### config.mk
export PLATFORM = sky130hd
export DESIGN_NAME = axi_wr_beat_sequencer
export DESIGN_NICKNAME = d
export VERILOG_FILES = /design/src/rtl/axi_seq_pkg.sv /design/src/rtl/axi_beat_addr_next.sv /design/src/rtl/axi_wr_beat_sequencer.sv
export SDC_FILE = /design/constraint.sdc
export NUM_CORES = 1
export LEC_CHECK = 0
export CAP_MARGIN = 20
export CELL_PAD_IN_SITES_DETAIL_PLACEMENT = 0
export CELL_PAD_IN_SITES_GLOBAL_PLACEMENT = 1
export CORE_ASPECT_RATIO = 1.1
export CORE_UTILIZATION = 40
export DETAILED_ROUTE_END_ITERATION = 16
export GPL_TIMING_DRIVEN = 1
export PLACE_DENSITY_LB_ADDON = 0.1
export SETUP_SLACK_MARGIN = 0.1
export SLEW_MARGIN = 20
export SYNTH_ARGS = -nofsm -noshare
export SYNTH_HDL_FRONTEND = slang
export SYNTH_SLANG_ARGS = --single-unit
### constraint.sdc
create_clock -name CLK -period 4.2 [get_ports CLK]
set_clock_uncertainty 0.2 [all_clocks]
set_input_delay 0.84 -clock CLK [delete_from_list [all_inputs] [get_ports CLK]]
set_output_delay 0.84 -clock CLK [all_outputs]
set_load 0.01 [all_outputs]
### src/rtl/axi_seq_pkg.sv
// Shared types, bus constants and the byte-lane strobe helper for the AXI write beat sequencer.
package axi_seq_pkg;

   typedef enum logic [1:0] {
      FIXED = 2'b00,
      INCR  = 2'b01,
      WRAP  = 2'b10,
      RSVD  = 2'b11
   } burst_t;

   typedef enum logic {
      IDLE = 1'b0,
      RUN  = 1'b1
   } state_t;

   localparam int BUS_BYTES = 8;
   localparam int LANE_W    = 3;

   // Full-width beats always enable every lane; narrower beats are clipped at lane 7.
   function automatic logic [BUS_BYTES-1:0] strb_of(input logic [LANE_W-1:0] lane,
                                                    input logic [2:0]        size);
      logic [2*BUS_BYTES-1:0] mask;
      if (size >= 3'd3) begin
         return '1;
      end
      mask = ((16'd1 << (5'd1 << size)) - 16'd1) << lane;
      return mask[BUS_BYTES-1:0];
   endfunction

endpackage

### src/rtl/axi_beat_addr_next.sv
// Combinational next-beat address for FIXED / INCR / WRAP bursts.
// WRAP folding is only built when AXI_WRAP_BURST_EN is defined.
module axi_beat_addr_next
   import axi_seq_pkg::*;
#(
   parameter int ADDR_W = 12
) (
   input  logic [ADDR_W-1:0] addr,
   input  logic [1:0]        size,
   input  burst_t            burst,
   output logic [ADDR_W-1:0] next_addr
`ifdef AXI_WRAP_BURST_EN
   ,
   input  logic [ADDR_W-1:0] base,
   input  logic [ADDR_W-1:0] container
`endif
);

   logic [ADDR_W-1:0] bytes;
   logic [ADDR_W-1:0] inc_addr;

   assign bytes    = ADDR_W'(1) << size;
   assign inc_addr = (addr & ~(bytes - ADDR_W'(1))) + bytes;

   always_comb begin
      next_addr = inc_addr;
      if (burst == FIXED) begin
         next_addr = addr;
      end
`ifdef AXI_WRAP_BURST_EN
      else if (burst == WRAP && inc_addr == base + container) begin
         next_addr = base;
      end
`endif
   end

endmodule

### src/rtl/axi_wr_beat_sequencer.sv
// Per-beat AXI write burst sequencer: command decode, beat counter, FSM and registered beat outputs.
// Optional WRAP sequencing is enabled with AXI_WRAP_BURST_EN; otherwise WRAP runs as INCR with ERR.
module axi_wr_beat_sequencer
   import axi_seq_pkg::*;
#(
   parameter int ADDR_W = 12,
   parameter int LEN_W  = 8
) (
   input  logic              CLK,
   input  logic              RST,
   input  logic              CMD_VALID,
   output logic              CMD_READY,
   input  logic [ADDR_W-1:0] CMD_ADDR,
   input  logic [2:0]        CMD_SIZE,
   input  logic [LEN_W-1:0]  CMD_LEN,
   input  logic [1:0]        CMD_BURST,
   output logic              BEAT_VALID,
   input  logic              BEAT_READY,
   output logic [ADDR_W-1:0] BEAT_ADDR,
   output logic [7:0]        BEAT_STRB,
   output logic              BEAT_LAST,
   output logic              ERR
);

   localparam int SPAN_W = ADDR_W + LEN_W + 4;

   state_t             state_reg, state_next;
   logic [ADDR_W-1:0]  addr_reg;
   logic [7:0]         strb_reg;
   logic               last_reg;
   logic [LEN_W-1:0]   remaining_reg;
   logic [1:0]         size_reg;
   burst_t             burst_reg;
   logic               err_reg;

   logic               beat_hs;
   logic               cmd_accept;
   logic [1:0]         size_eff;
   burst_t             burst_eff;
   logic               err_next;
   logic [ADDR_W-1:0]  cmd_bytes;
   logic [ADDR_W-1:0]  cmd_aligned;
   logic [SPAN_W-1:0]  incr_end;
   logic [ADDR_W-1:0]  addr_next;

`ifdef AXI_WRAP_BURST_EN
   logic [ADDR_W-1:0]  base_reg, container_reg;
   logic [ADDR_W-1:0]  cmd_base, cmd_container;
   logic               wrap_ok;
`endif

   assign BEAT_VALID = (state_reg == RUN);
   assign BEAT_ADDR  = addr_reg;
   assign BEAT_STRB  = strb_reg;
   assign BEAT_LAST  = last_reg;
   assign ERR        = err_reg;

   assign beat_hs    = BEAT_VALID & BEAT_READY;
   assign CMD_READY  = (state_reg == IDLE) | (beat_hs & last_reg);
   assign cmd_accept = CMD_VALID & CMD_READY;

   // Command decode: clamp size, legalise the burst type and flag anything we had to change.
   always_comb begin
      size_eff    = (CMD_SIZE > 3'd3) ? 2'd3 : CMD_SIZE[1:0];
      err_next    = (CMD_SIZE > 3'd3);
      cmd_bytes   = ADDR_W'(1) << size_eff;
      cmd_aligned = CMD_ADDR & ~(cmd_bytes - ADDR_W'(1));
      incr_end    = SPAN_W'(cmd_aligned) + ((SPAN_W'(CMD_LEN) + SPAN_W'(1)) << size_eff);
`ifdef AXI_WRAP_BURST_EN
      cmd_container = ADDR_W'((SPAN_W'(CMD_LEN) + SPAN_W'(1)) << size_eff);
      cmd_base      = CMD_ADDR & ~(cmd_container - ADDR_W'(1));
      wrap_ok       = (CMD_LEN == LEN_W'(1) || CMD_LEN == LEN_W'(3) ||
                       CMD_LEN == LEN_W'(7) || CMD_LEN == LEN_W'(15)) &&
                      ((CMD_ADDR & (cmd_bytes - ADDR_W'(1))) == '0);
`endif
      burst_eff = INCR;
      case (CMD_BURST)
         2'b00: burst_eff = FIXED;
         2'b01: burst_eff = INCR;
         2'b10: begin
`ifdef AXI_WRAP_BURST_EN
            if (wrap_ok) begin
               burst_eff = WRAP;
            end else begin
               err_next = 1'b1;
            end
`else
            err_next = 1'b1;
`endif
         end
         default: err_next = 1'b1;
      endcase
      if (burst_eff == INCR && incr_end > (SPAN_W'(1) << ADDR_W)) begin
         err_next = 1'b1;
      end
   end

   axi_beat_addr_next #(
      .ADDR_W    (ADDR_W)
   ) u_addr_next (
      .addr      (addr_reg),
      .size      (size_reg),
      .burst     (burst_reg),
      .next_addr (addr_next)
`ifdef AXI_WRAP_BURST_EN
      ,
      .base      (base_reg),
      .container (container_reg)
`endif
   );

   always_ff @(posedge CLK) begin
      if (RST) begin
         state_reg <= IDLE;
      end else begin
         state_reg <= state_next;
      end
   end

   always_comb begin
      state_next = state_reg;
      case (state_reg)
         IDLE: if (cmd_accept) state_next = RUN;
         RUN:  if (beat_hs && last_reg && !cmd_accept) state_next = IDLE;
         default: state_next = IDLE;
      endcase
   end

   // A new command always wins: it can only be accepted while idle or on the LAST handshake.
   always_ff @(posedge CLK) begin
      if (RST) begin
         addr_reg      <= '0;
         strb_reg      <= '0;
         last_reg      <= 1'b0;
         remaining_reg <= '0;
         size_reg      <= '0;
         burst_reg     <= FIXED;
         err_reg       <= 1'b0;
`ifdef AXI_WRAP_BURST_EN
         base_reg      <= '0;
         container_reg <= '0;
`endif
      end else begin
         err_reg <= cmd_accept & err_next;
         if (cmd_accept) begin
            addr_reg      <= CMD_ADDR;
            strb_reg      <= strb_of(CMD_ADDR[LANE_W-1:0], {1'b0, size_eff});
            last_reg      <= (CMD_LEN == '0);
            remaining_reg <= CMD_LEN;
            size_reg      <= size_eff;
            burst_reg     <= burst_eff;
`ifdef AXI_WRAP_BURST_EN
            base_reg      <= cmd_base;
            container_reg <= cmd_container;
`endif
         end else if (beat_hs) begin
            addr_reg      <= addr_next;
            strb_reg      <= strb_of(addr_next[LANE_W-1:0], {1'b0, size_reg});
            last_reg      <= (remaining_reg == LEN_W'(1));
            remaining_reg <= remaining_reg - LEN_W'(1);
         end
      end
   end

endmodule

# Word-level counts from Yosys, hierarchy flattened

Index checks and enable logic that the tools add are counted.

Register bits after elaboration: 35
Bits in latches: 0
Memory bits (writable): 0
ROM bits: 0
Bits of input ports: 29
Output and inout port bits: 24
Word-level logic and storage cells: 81
Memories: 0

Add/subtract/negate cells: 8
$mul: 0
Divide/modulo/power cells: 0
$lt $le $gt $ge: 4
Equality and inequality tests: 4
Shift-type cells: 9
Mux-type cells: 27
Bitwise operators: 10
Reduce and logical (&&, ||, !) cells: 10

Operator list:

| cell                    | number |
|---|---|
| $mux W8                 | 8 |
| $mux W12                | 3 |
| $shl A1 B5 Y16 const A  | 2 |
| $shl A16 B3 Y8          | 2 |
| $sub A16 B1 Y16 const B | 2 |
| $add A12 B24 Y24        | 1 |
| $and A12 B12 Y12        | 2 |
| $gt A24 B13 Y1 const B  | 1 |
| $not A12 Y12            | 2 |
| $shl A1 B2 Y12 const A  | 2 |
| $shl A9 B2 Y24          | 1 |
| $sub A12 B1 Y12 const B | 2 |
| $mux W1                 | 14 |
| $add A12 B12 Y12        | 1 |
| $shl A1 B2 Y5 const A   | 2 |
| $add A8 B1 Y9 const B   | 1 |
| $eq A8 B1 Y1 const B    | 1 |
| $logic_not A8 Y1        | 1 |
| $sub A8 B1 Y8 const B   | 1 |
| $and A1 B1 Y1           | 4 |
| $ge A2 B2 Y1 const B    | 2 |
| $logic_not A2 Y1        | 2 |
| $gt A3 B2 Y1 const B    | 1 |
| $logic_and A1 B1 Y1     | 3 |
| 11 further kinds        | 11 |

# Longest topological paths before layout

Word-level depth: 11
Mapped depth: 15
Gate-level depth less buffers: 14

# Cells and area by module

Synthesis repeated with hierarchy kept, for this count alone.

Cells, all modules: 495
Area, all modules: 3402.0 µm²

Modules (own cells, without submodules):

| module                | instances | cells an instance | area each (µm²) | sequential area each (µm²) |
|---|---|---|---|---|
| axi_wr_beat_sequencer | 1         | 433               | 2972.9          | 680.7 |
| axi_beat_addr_next    | 1         | 62                | 429.2           | 0.0 |

# Worst setup path before layout

OpenSTA, ideal clock, no wires.

Kind: in2reg
From: input CMD_LEN[2]
To: register err_reg, in the netlist ERR
Setup time: 0.129 ns
Arrival: 3.594 ns
Required time: 3.871 ns
Slack: 0.277 ns
Stages on the path: 15
Buffers on the path: 2
Cell sequence: clkbuf_1 > and4_1 > clkbuf_1 > nand2_1 > xor2_1 > mux2i_1 > nand2_1 > o21ai_0 > ha_1 > and2b_1 > o21ai_0 > o2111ai_1 > or4_1 > a2111oi_2 > o211ai_1

Word-level cells in the longest chain between the ends: 7

Ends and longest elaborated chain:

| what                 | line                         | source |
|---|---|---|
| from (decl)          | axi_wr_beat_sequencer.sv:15  | `input logic [LEN_W-1:0] CMD_LEN,` |
| $add A8 B1 Y9        | axi_wr_beat_sequencer.sv:68  | `incr_end = SPAN_W'(cmd_aligned) + ((SPAN_W'(CMD_LEN) + SPAN_W'(1)) << size_eff);` |
| $shl A9 B2 Y24       | axi_wr_beat_sequencer.sv:68  |  |
| $add A12 B24 Y24     | axi_wr_beat_sequencer.sv:68  |  |
| $gt A24 B13 Y1       | axi_wr_beat_sequencer.sv:93  | `if (burst_eff == INCR && incr_end > (SPAN_W'(1) << ADDR_W)) begin` |
| $logic_and A1 B1 Y1  | axi_wr_beat_sequencer.sv:93  |  |
| $mux W1              | axi_wr_beat_sequencer.sv:93  |  |
| $and A1 B1 Y1        | axi_wr_beat_sequencer.sv:144 | `err_reg <= cmd_accept & err_next;` |
| to (signal assigned) | axi_wr_beat_sequencer.sv:144 |  |
| to (decl)            | axi_wr_beat_sequencer.sv:34  | `logic err_reg;` |

No other way between the ends.
A chain may end at the register's enable or synchronous reset.

# Final worst setup path

Same ends and word-level chain as after synthesis.

==> impl_metrics.yaml <==
synth:
  ys_types: 74
  synth_top_family_by_area: "compound AO/OA/AOI/OAI gates"
  syn_avg_cell_area_um2: 7.21
  synth_commonest_cells: "nand2_1, nor2_1, clkbuf_1"
  netlist_instances: 475
  post-synth-top-area-cell: "dfxtp_1"
  synth.yosys.seq_area_share_pct: 19.9
  ys_ff_latch: 34
  synthTopCellsByArea: "dfxtp_1, ha_1, nand2_1, nor2_1, a211oi_1"
  synth_xor_area_share_pct: 5.11
  yosysWarnings: 0
  synth_edf_count: 0
  synth_compound_area_share_pct: 29.6
  synth_area_um2: 3430
  ys.flop_type: "dfxtp_1"
  syn_nets: 524
  synthAdderAreaFrac_pct: 7.74
  async_flop_share_pct: 0
  synth_most_common_cell: "nand2_1"
  synthMuxAreaShare_pct: 2.34
  netlist.area_leader.share_pct: 19.9
  synth-simple-area-share_pct: 28.3
critical_path:
  end_kind: "flip-flop"
  reg2regPathDepth: 12
  required_ns: 4.16
  critical-path-top-delay-family: "simple AND/OR/NAND/NOR gates"
  cp-start-kind: "input pin"
  cp_max_fo: 5
  cp_common_cell: "nand2_1"
  cpMaxStageDelayCell: "or4_4"
  crit_chain: "clkdlybuf4s50_1, and4_2, nand2_1, xor2_1, mux2i_2, nand2_1, o21ai_0, ha_1, and2b_1, o21ai_1, o2111ai_1, or4_4, a2111oi_4, o211ai_1"
  path_class: "input pin to flip-flop"
  path_buf_inv: 1
  arrival_ns: 3.88
  slowest_delay_ns: 0.51
  cp.depth: 14
  ff2ff_setup_slack_ns: 0.56
place:
  portBuffers: 52
  dpl.hpwl_um: 8120
  dp_slack_ns: -0.251
  dp.cells: 644
  gp_congestion: 0.891
routing:
  drc: 0
  drt_iter0_markers: 140
  num_vias: 3694
  wl_per_cell_um: 15.9
  vias_per_cell: 5.66
  dr.pass1.iters: 4
  wl_um: 10400
  ant_nets: 0
run_status:
  status: "complete, no violations"
clock_tree:
  clkSinkCount: 34
  clock_latency_ns: 0.29
  clockRootBuffer: "clkbuf_8"
  ctsHtreeMaxLevel: 2
  cts_buffers: 5
  ctsLongestPathBuffers: 2
  tritoncts: "yes"
  path_clk_slew_ns: 0.08
  cts_hold_buf: 0
finish:
  finalNonFillerCells: 653
  layout-drive-gt1-share_pct: 16.2
  largest_register_ffs: 12
  fin_nets: 590
  area_delta_synth_final_pct: 29.7
  antenna_cells: 0
floorplan:
  core_area_um2: 8320
  start_util_pct: 41.2
  io_pins: 53
  die-area_um2: 8940
  die_x_um: 90.2
  die_h_um: 99.1
  std_cell_rows: 35
hold_path:
  worstHoldPathCells: 2
  hold_class: "flip-flop to flip-flop"
global_routing:
  grt_max_degree: 26
  grt_pass1_vias: 3662
  grt_use_total_pct: 24.1
  grt_overflow: 0
  grt_pass1_wl_um: 17500
  antenna_found_initial: 0
timing:
  worstMarginPinSlew_ns: 0.823
  drv_slew: 0
  fmax_ghz: 0.255
  fin_crit_ns: 3.92
  rsz0062_at_grt: "false"
  finalHoldViolCount: 0
  setup_ws_ns: 0.281
  relSlewSlack_pct: 45.0
  setup_viol: 0
  period_share_pct: 93.3
job:
  cap_violations: 0
power_and_ir_drop:
  power.leakage_nw: 1.76
  peakVddDrop_v: 0.000108
  power.density_nw_per_um2: 263
kinds of logic (layout without fill, tap and decap cells):
group           Yosys count  after routing
compound gates          136            136
xor+xnor                 20             20
fa+ha+maj                20             20
buf+inv                  60            127
flops                    34             34
mux                       8              8
simple gates            197            197
cells in the final DEF, fill, tap and decap left out, types with 7 or more instances in the layout:
master,count
nand2_1,58
nor2_1,56
buf_4,50
clkdlybuf4s50_1,48
dfxtp_1,34
a21oi_1,26
a211oi_1,18
inv_1,17
ha_1,16
nor3_1,15
o21ai_0,13
nand3_1,13
xnor2_1,12
a311oi_1,11
xor2_1,7
o31ai_1,7
nor2b_1,7
what timing repair did:
| item | 4_1_cts | 5_1_grt |
|---|---|---|
| pin swaps | 0 | 4 |
| setup buffers | 0 | 1 |
| endpoints found under the hold margin | 0 | 0 |
| gates resized for setup | 2 | 18 |
| setup endpoints to repair | 1 | 1 |
worst paths after layout:
| check | start | endpoint |
|---|---|---|
| min | BEAT_STRB[0]$_SDFFE_PP0P_ | BEAT_STRB[0]$_SDFFE_PP0P_ |
| min reg2reg | BEAT_STRB[0]$_SDFFE_PP0P_ | BEAT_STRB[0]$_SDFFE_PP0P_ |
| max reg2reg | size_reg[1]$_SDFFE_PP0P_ | BEAT_STRB[6]$_SDFFE_PP0P_ |
| max | CMD_LEN[2] | ERR$_SDFF_PP0_ |
per-layer routing:
layer | part of all wire [%] | GRT usage [%] | wire (um)
met5 | 0 | 0 | 0
met3 | 2.8 | 2.62 | 293
met1 | 45 | 29.6 | 4690
met2 | 50 | 43.3 | 5220
met4 | 1.8 | 8.93 | 186
tightest hold or removal path: cells and delay by family (launching register included):
| family | cells | cell delay (ns) |
|---|---|---|
| DFF | 1 | 0.32 |
| and+or+nand+nor | 1 | 0.10 |
| AOI/OAI and AO/OA | 1 | 0.05 |
where the power goes:
group / internal [W] / total [W] / leakage (nW) / switching [W]
sequential: 0.000353 / 0.000390 / 0.282 / 0.0000372
combinational: 0.000246 / 0.000512 / 1.43 / 0.000266
clock: 0.000132 / 0.000268 / 0.0472 / 0.000136
total: 0.000731 / 0.00117 / 1.76 / 0.000439
metrics by stage:
stage	util [%]	hold slack [ns]	power (W)	setup TNS, ns	cell area, um2
floorplan	-	0.318	0.000703	0	3430
global placement	51.4	0.299	0.000888	-0.193	4270
detailed placement	51.4	0.299	0.000892	-0.251	4270
CTS	52.6	0.312	0.00116	0	4380
global route	53.4	0.318	0.00125	0	4440
finish	53.4	0.308	0.00117	0	4440
final cells by class:
class | count | area (um2)
Inverter | 17 | 63.8
Multi-Input combinational cell | 381 | 2560
Sequential cell | 34 | 681
Fill cell | 852 | 3880
Tap cell | 111 | 139
Clock buffer | 6 | 82.6
Clock inverter | 2 | 12.5
Timing Repair Buffer | 102 | 906
Power figures use the tool's default switching activity.
